### src/rtl/spectrum_pkg.sv
// Shared widths, colour constants and pixel type for the spectrum bar renderer.
package spectrum_pkg;

  localparam int HEIGHT_W = 9;

  localparam logic [23:0] BAR_RGB  = 24'hFF5500;
  localparam logic [23:0] PEAK_RGB = 24'hFFFFFF;

  typedef struct packed {
    logic [7:0] r;
    logic [7:0] g;
    logic [7:0] b;
  } rgb_t;

endpackage

### src/rtl/peak_tracker.sv
// One bar's frame-snapshotted height plus its hold-then-decay peak marker.
module peak_tracker
  import spectrum_pkg::*;
#(
  parameter int MAG_W       = 24,
  parameter int MAG_MSB     = 22,
  parameter int SCREEN_H    = 480,
  parameter int HOLD_FRAMES = 30,
  parameter int DECAY_STEP  = 4
) (
  input  logic                Clk,
  input  logic                Reset,
  input  logic                frame_start,
  input  logic [MAG_W-1:0]    mag_i,
  output logic [HEIGHT_W-1:0] h_o,
  output logic [HEIGHT_W-1:0] peak_o
);

  localparam int HOLD_W = $clog2(HOLD_FRAMES + 1);
  localparam logic [HEIGHT_W-1:0] SCREEN_H_V = HEIGHT_W'(SCREEN_H);
  localparam logic [HEIGHT_W-1:0] DECAY_V    = HEIGHT_W'(DECAY_STEP);
  localparam logic [HOLD_W-1:0]   HOLD_V     = HOLD_W'(HOLD_FRAMES);

  logic [HEIGHT_W-1:0] h_q, h_d;
  logic [HEIGHT_W-1:0] peak_q, peak_d;
  logic [HOLD_W-1:0]   hold_q, hold_d;
  logic [HEIGHT_W-1:0] slice, hn, decayed;
  logic                unused_mag;

  assign unused_mag = ^mag_i;

  always_comb begin
    slice   = mag_i[MAG_MSB -: HEIGHT_W];
    hn      = (slice > SCREEN_H_V) ? SCREEN_H_V : slice;
    // Clamp at zero so a small peak never wraps to a huge value.
    decayed = (peak_q > DECAY_V) ? (peak_q - DECAY_V) : '0;
    h_d     = h_q;
    peak_d  = peak_q;
    hold_d  = hold_q;
    if (frame_start) begin
      h_d = hn;
      if (hn >= peak_q) begin
        peak_d = hn;
        hold_d = HOLD_V;
      end else if (hold_q != '0) begin
        hold_d = hold_q - 1'b1;
      end else begin
        peak_d = (decayed > hn) ? decayed : hn;
      end
    end
  end

  always_ff @(posedge Clk or posedge Reset) begin
    if (Reset) begin
      h_q    <= '0;
      peak_q <= '0;
      hold_q <= '0;
    end else begin
      h_q    <= h_d;
      peak_q <= peak_d;
      hold_q <= hold_d;
    end
  end

  assign h_o    = h_q;
  assign peak_o = peak_q;

endmodule

### src/rtl/spectrum_bar_renderer.sv
// N-bar spectrum renderer: per-frame height snapshot, peak markers, 2-stage RGB pipeline.
module spectrum_bar_renderer
  import spectrum_pkg::*;
#(
  parameter int NUM_BARS    = 10,
  parameter int MAG_W       = 24,
  parameter int MAG_MSB     = 22,
  parameter int BAR_X0      = 10,
  parameter int BAR_W       = 53,
  parameter int BAR_PITCH   = 63,
  parameter int SCREEN_H    = 480,
  parameter int PEAK_H      = 3,
  parameter int HOLD_FRAMES = 30,
  parameter int DECAY_STEP  = 4
) (
  input  logic                      Clk,
  input  logic                      Reset,
  input  logic                      frame_start,
  input  logic [NUM_BARS*MAG_W-1:0] mag,
  input  logic                      grad_mode,
  input  logic                      peak_en,
  input  logic [9:0]                DrawX,
  input  logic [9:0]                DrawY,
  output logic [7:0]                Red,
  output logic [7:0]                Green,
  output logic [7:0]                Blue
);

  localparam logic [10:0] SCREEN_H_V = 11'(SCREEN_H);
  localparam logic [10:0] PEAK_SPAN  = 11'(PEAK_H - 1);

  logic [HEIGHT_W-1:0] h_w    [NUM_BARS];
  logic [HEIGHT_W-1:0] peak_w [NUM_BARS];
  logic [NUM_BARS-1:0] in_bar;
  logic [NUM_BARS-1:0] pk;
  logic [10:0]         x_ext, y_ext;

  assign x_ext = {1'b0, DrawX};
  assign y_ext = {1'b0, DrawY};

  genvar gi;
  generate
    for (gi = 0; gi < NUM_BARS; gi++) begin : g_bar
      localparam logic [10:0] X_LO = 11'(BAR_X0 + gi * BAR_PITCH);
      localparam logic [10:0] X_HI = 11'(BAR_X0 + gi * BAR_PITCH + BAR_W);

      logic        in_span;
      logic [10:0] bar_top, pk_top;

      peak_tracker #(
        .MAG_W      (MAG_W),
        .MAG_MSB    (MAG_MSB),
        .SCREEN_H   (SCREEN_H),
        .HOLD_FRAMES(HOLD_FRAMES),
        .DECAY_STEP (DECAY_STEP)
      ) u_tracker (
        .Clk        (Clk),
        .Reset      (Reset),
        .frame_start(frame_start),
        .mag_i      (mag[gi*MAG_W +: MAG_W]),
        .h_o        (h_w[gi]),
        .peak_o     (peak_w[gi])
      );

      assign in_span = (x_ext >= X_LO) && (x_ext <= X_HI);
      assign bar_top = SCREEN_H_V - 11'(h_w[gi]);
      assign pk_top  = SCREEN_H_V - 11'(peak_w[gi]);
      assign in_bar[gi] = in_span && (h_w[gi] != '0) && (y_ext >= bar_top);
      // Marker rows past the bottom of the screen simply never match a visible DrawY.
      assign pk[gi] = in_span && (peak_w[gi] != '0) &&
                      (y_ext >= pk_top) && (y_ext <= pk_top + PEAK_SPAN);
    end
  endgenerate

  logic       grad_q, grad_d;
  logic       peak_en_q, peak_en_d;
  logic       s1_valid_q, s1_valid_d;
  logic       any_bar_q, any_bar_d;
  logic       any_pk_q, any_pk_d;
  logic [6:0] xcol_q, xcol_d;
  logic [7:0] yrow_q, yrow_d;
  rgb_t       rgb_q, rgb_d;

  always_comb begin
    grad_d     = frame_start ? grad_mode : grad_q;
    peak_en_d  = frame_start ? peak_en : peak_en_q;
    s1_valid_d = 1'b1;
    any_bar_d  = |in_bar;
    any_pk_d   = |pk;
    xcol_d     = DrawX[9:3];
    yrow_d     = DrawY[8:1];

    rgb_d = '0;
    // Stage 2 stays black until stage 1 has held a real pixel since reset.
    if (s1_valid_q) begin
      if (peak_en_q && any_pk_q) begin
        rgb_d = PEAK_RGB;
      end else if (any_bar_q && !grad_q) begin
        rgb_d = BAR_RGB;
      end else if (any_bar_q) begin
        rgb_d.r = 8'hFF;
        rgb_d.g = 8'hFF - yrow_q;
        rgb_d.b = 8'h00;
      end else begin
        // A 7-bit column index never exceeds 7F, so this cannot go negative.
        rgb_d.b = 8'h7F - {1'b0, xcol_q};
      end
    end
  end

  always_ff @(posedge Clk or posedge Reset) begin
    if (Reset) begin
      grad_q     <= 1'b0;
      peak_en_q  <= 1'b0;
      s1_valid_q <= 1'b0;
      any_bar_q  <= 1'b0;
      any_pk_q   <= 1'b0;
      xcol_q     <= '0;
      yrow_q     <= '0;
      rgb_q      <= '0;
    end else begin
      grad_q     <= grad_d;
      peak_en_q  <= peak_en_d;
      s1_valid_q <= s1_valid_d;
      any_bar_q  <= any_bar_d;
      any_pk_q   <= any_pk_d;
      xcol_q     <= xcol_d;
      yrow_q     <= yrow_d;
      rgb_q      <= rgb_d;
    end
  end

  assign Red   = rgb_q.r;
  assign Green = rgb_q.g;
  assign Blue  = rgb_q.b;

endmodule
### config.mk
export PLATFORM = sky130hd
export DESIGN_NAME = spectrum_bar_renderer
export DESIGN_NICKNAME = d
export VERILOG_FILES = /design/src/rtl/spectrum_pkg.sv /design/src/rtl/peak_tracker.sv /design/src/rtl/spectrum_bar_renderer.sv
export SDC_FILE = /design/constraint.sdc
export NUM_CORES = 2
export LEC_CHECK = 0
export ABC_AREA = 1
export CAP_MARGIN = 25
export CORE_MARGIN = 5
export CORE_UTILIZATION = 50
export CTS_CLUSTER_SIZE = 10
export DETAILED_ROUTE_END_ITERATION = 12
export HOLD_SLACK_MARGIN = 0.06
export PLACE_DENSITY = 0.71
export SYNTH_ARGS = -nofsm -noshare
export SYNTH_HDL_FRONTEND = slang
export SYNTH_HIERARCHICAL = 1
export SYNTH_SLANG_ARGS = --single-unit
### constraint.sdc
create_clock -name Clk -period 3.28 [get_ports Clk]
set_input_delay 0.984 -clock Clk [delete_from_list [all_inputs] [get_ports Clk]]
set_output_delay 0.984 -clock Clk [all_outputs]
set_load 0.01 [all_outputs]
==> run_results.csv <==
group,metric,value,unit
logic_synthesis,synthFlopType,"dfrtp_1",
logic_synthesis,ys_top_cells_by_count,"1251 x nand2_1, 833 x inv_1, 552 x ha_1",
logic_synthesis,synth-seq-cells,267,
logic_synthesis,synth.area.top_cells,"ha_1 21%, dfrtp_1 20%, nand2_1 14%",
worst_setup_path,cp_max_fo,5,
cts,cts_tree,"yes",
placement,dp_cells,6095,
sta,rsz0062_at_grt,"yes",
sta,holdWs,0.4342,ns
floorplanning,die_width,265.7,um
cells_and_area,layout-drive-gt1-share,9.238,%
cts,cts_setup_buffers,0,
worst_setup_path,crit_path_end_kind,"flip-flop",
placement,place_ws,-0.2432,ns
floorplanning,io_pins,289,
logic_synthesis,yosysSeqAreaShare,20.44,%
worst_setup_path,required,3.71,ns
logic_synthesis,synthesis.nets,5771,
logic_synthesis,synth_top_area_share,21.13,%
global_routing,grt_pass1_wl,142.8,mm
cells_and_area,num-fill-cells,6159,
sta,setup_ws,0.2022,ns
route,firstDrtPassIters,6,
global_routing,grt_max_degree,56,
worst_setup_path,reg2reg_slack,0.20,ns
logic_synthesis,synth-edff-count,0,
logic_synthesis,synth.largest_area_cell,"ha_1",
logic_synthesis,ys_types,54,
run,cap_violations,0,
placement,place_hpwl,67.55,mm
route,num_vias,31990,
global_routing,antenna_found_initial,6,
cts,clock_latency,0.57,ns
cts,cts_made_buffers,38,
cells_and_area,multiInputGateArea,22600,um2
route,antenna_left,0,
global_routing,grt_use_met3,3.293,%
global_routing,grt.overflow.total,0,
min_path,hp-class,"flip-flop to flip-flop",
route,drc,0,
sta,fmaxAchievable,324.9,MHz
logic_synthesis,syn_avg_cell_area,6.598,um2
global_routing,met2_usage,39.41,%
cts,cts_hold_buf,0,
worst_setup_path,crit_type,"flip-flop to flip-flop",
cells_and_area,seqCellArea,6684,um2
global_routing,track_usage,23.67,%
cells_and_area,finalNetCount,6098,
status,outcome,"completed",
floorplanning,initial_core_util,50.61,%
route,avgRoutedWirePerCell,13.98,um
sta,finalHoldViolations,0,
pwr,irDropWorstVdd,0.4129,mV
route,vias_per_cell,5.192,
sta,min_period,3.078,ns
worst_setup_path,ff2ff_path_depth,24,
cells_and_area,fin_cells,6161,
global_routing,top_usage_layer,"met2",
cts,root_buffer,"clkbuf_16",
pwr,total_power,0.03368,W
placement,portBuffers,138,
placement,routabilityCongestion,0.9403,
min_path,whs_path_depth,1,
sta,slew_violations,0,
worst_setup_path,cp-start-kind,"flip-flop",
logic_synthesis,ys_async_sr_fraction,100.0,%
cts,clockBufferDepth,3,
floorplanning,die_y,265.7,um
cts,htree_levels,2,
cts,cts_resized,0,
logic_synthesis,syn_inst,4954,
sta,fin_worst_skew,0.03289,ns
logic_synthesis,yosysWarnings,6,
route,drt-initial-drc-count,2107,
global_routing,use_met1,32.80,%
sta,maxSlewHeadroom,58.26,%
floorplanning,core,64580,um2
logic_synthesis,syn_area,32690,um2
sta,finalCritPeriodShare,93.83,%
cts,path_clk_slew,0.06,ns
pwr,p_per_area,886.8,nW/um2
cells_and_area,final_util,58.80,%
pwr,p_leak,21.07,nW
floorplanning,rows,93,
worst_setup_path,crit_arrival,3.51,ns
cells_and_area,area_growth,16.19,%
route,drt-total-wl,86.15,mm
floorplanning,dieArea,70580,um2
cts,cts.sinks,267,
global_routing,grt_pass1_vias,29890,
logic_synthesis,yosysMostFrequentCell,"nand2_1",
sta,tightest_slew,0.6232,ns
sta,final-setup-viol-count,0,
worst max-delay path, stage by stage, from the launching register on:
cell and delay [ns]:
dfrtp_1 0.37, inv_1 0.14, ha_1 0.25, nand3_1 0.09
nand2_1 0.06, nand2_1 0.11, inv_1 0.10, nand2_1 0.06
nor2_1 0.16, nand2_1 0.12, xnor2_1 0.16, ha_1 0.32
nand2_1 0.09, nor2_1 0.11, nand2_1 0.06, nand2_1 0.05
nand2_1 0.05, nand2_1 0.05, nand2_1 0.05, a21oi_1 0.15
nand2_1 0.07, nand3_1 0.09, nand2_1 0.07, nor2_1 0.09
nand3_1 0.09
per-layer routing:
layer | vias up | wire length (um)
met4 | 8 | 1654
met3 | 139 | 4919
li1 | 16710 | -
met5 | - | 53
met2 | 659 | 38820
met1 | 14470 | 40700
path summary, 6_finish.rpt:
path,endpoint,startpoint
min in group asynchronous,g_bar[6].u_tracker/h_o[8],Reset
max reg2reg,any_pk_q,g_bar[5].u_tracker/peak_o[0]
max in group asynchronous,g_bar[6].u_tracker/hold_q[2],Reset
min reg2reg,Green[3],yrow_q[3]
min,Green[3],yrow_q[3]
max,any_pk_q,g_bar[5].u_tracker/peak_o[0]
power by group:
part           internal, W  leakage [nW]  switching [W]
Combinational      0.00919          17.3         0.0146
Sequential         0.00431          3.16        0.00148
Clock              0.00246         0.596        0.00160
Total               0.0160          21.1         0.0177
final cells by class:
cell class	count	area share (%)
diodes	2	0.01318
clock buffers	51	2.843
clock inverters	12	0.3822
inverters	858	8.491
multi-input cells	3758	59.51
flip-flops and latches	267	17.60
well taps	855	2.817
repair buffers	358	8.339
state kept, by name (all words and copies together), names as in the netlist:
| name | flops |
|---|---|
| any_bar_q | 1 |
| g_bar.u_tracker/hold_q | 50 |
| g_bar.u_tracker/peak_o | 90 |
| any_pk_q | 1 |
| Blue | 8 |
| s1_valid_q | 1 |
| xcol_q | 7 |
| peak_en_q | 1 |
| yrow_q | 8 |
| grad_q | 1 |
| Red | 1 |
| Green | 8 |
| g_bar.u_tracker/h_o | 90 |
layout by cell type, fill, tap and decap left out, types with 145 or more instances in the layout:
master and instances:
nand2_1 1248, inv_1 825, ha_1 548, nor2_1 423, nand3_1 403, dfrtp_1 265, a21oi_1 260, o21ai_0 208
buf_4 206, xor2_1 145
stage by stage:
step,setup TNS (ns),area [um2]
floorplan,0,32690
global placement,-3.793,36610
detailed placement,-7.178,36610
CTS,0,37840
global route,-0.07030,37970
finish,0,37980
cells by family after synthesis:
family,Yosys count,share of synthesized area (%)
other,1,0.01147
muxes,1,0.03445
and+or+nand+nor,2476,33.79
xor gates and xnor gates,186,5.030
adders and majority gates,552,21.13
DFF,267,20.44
buffers and inverters,930,10.80
AOI/OAI and AO/OA,541,8.755
Power figures use the tool's default switching activity.
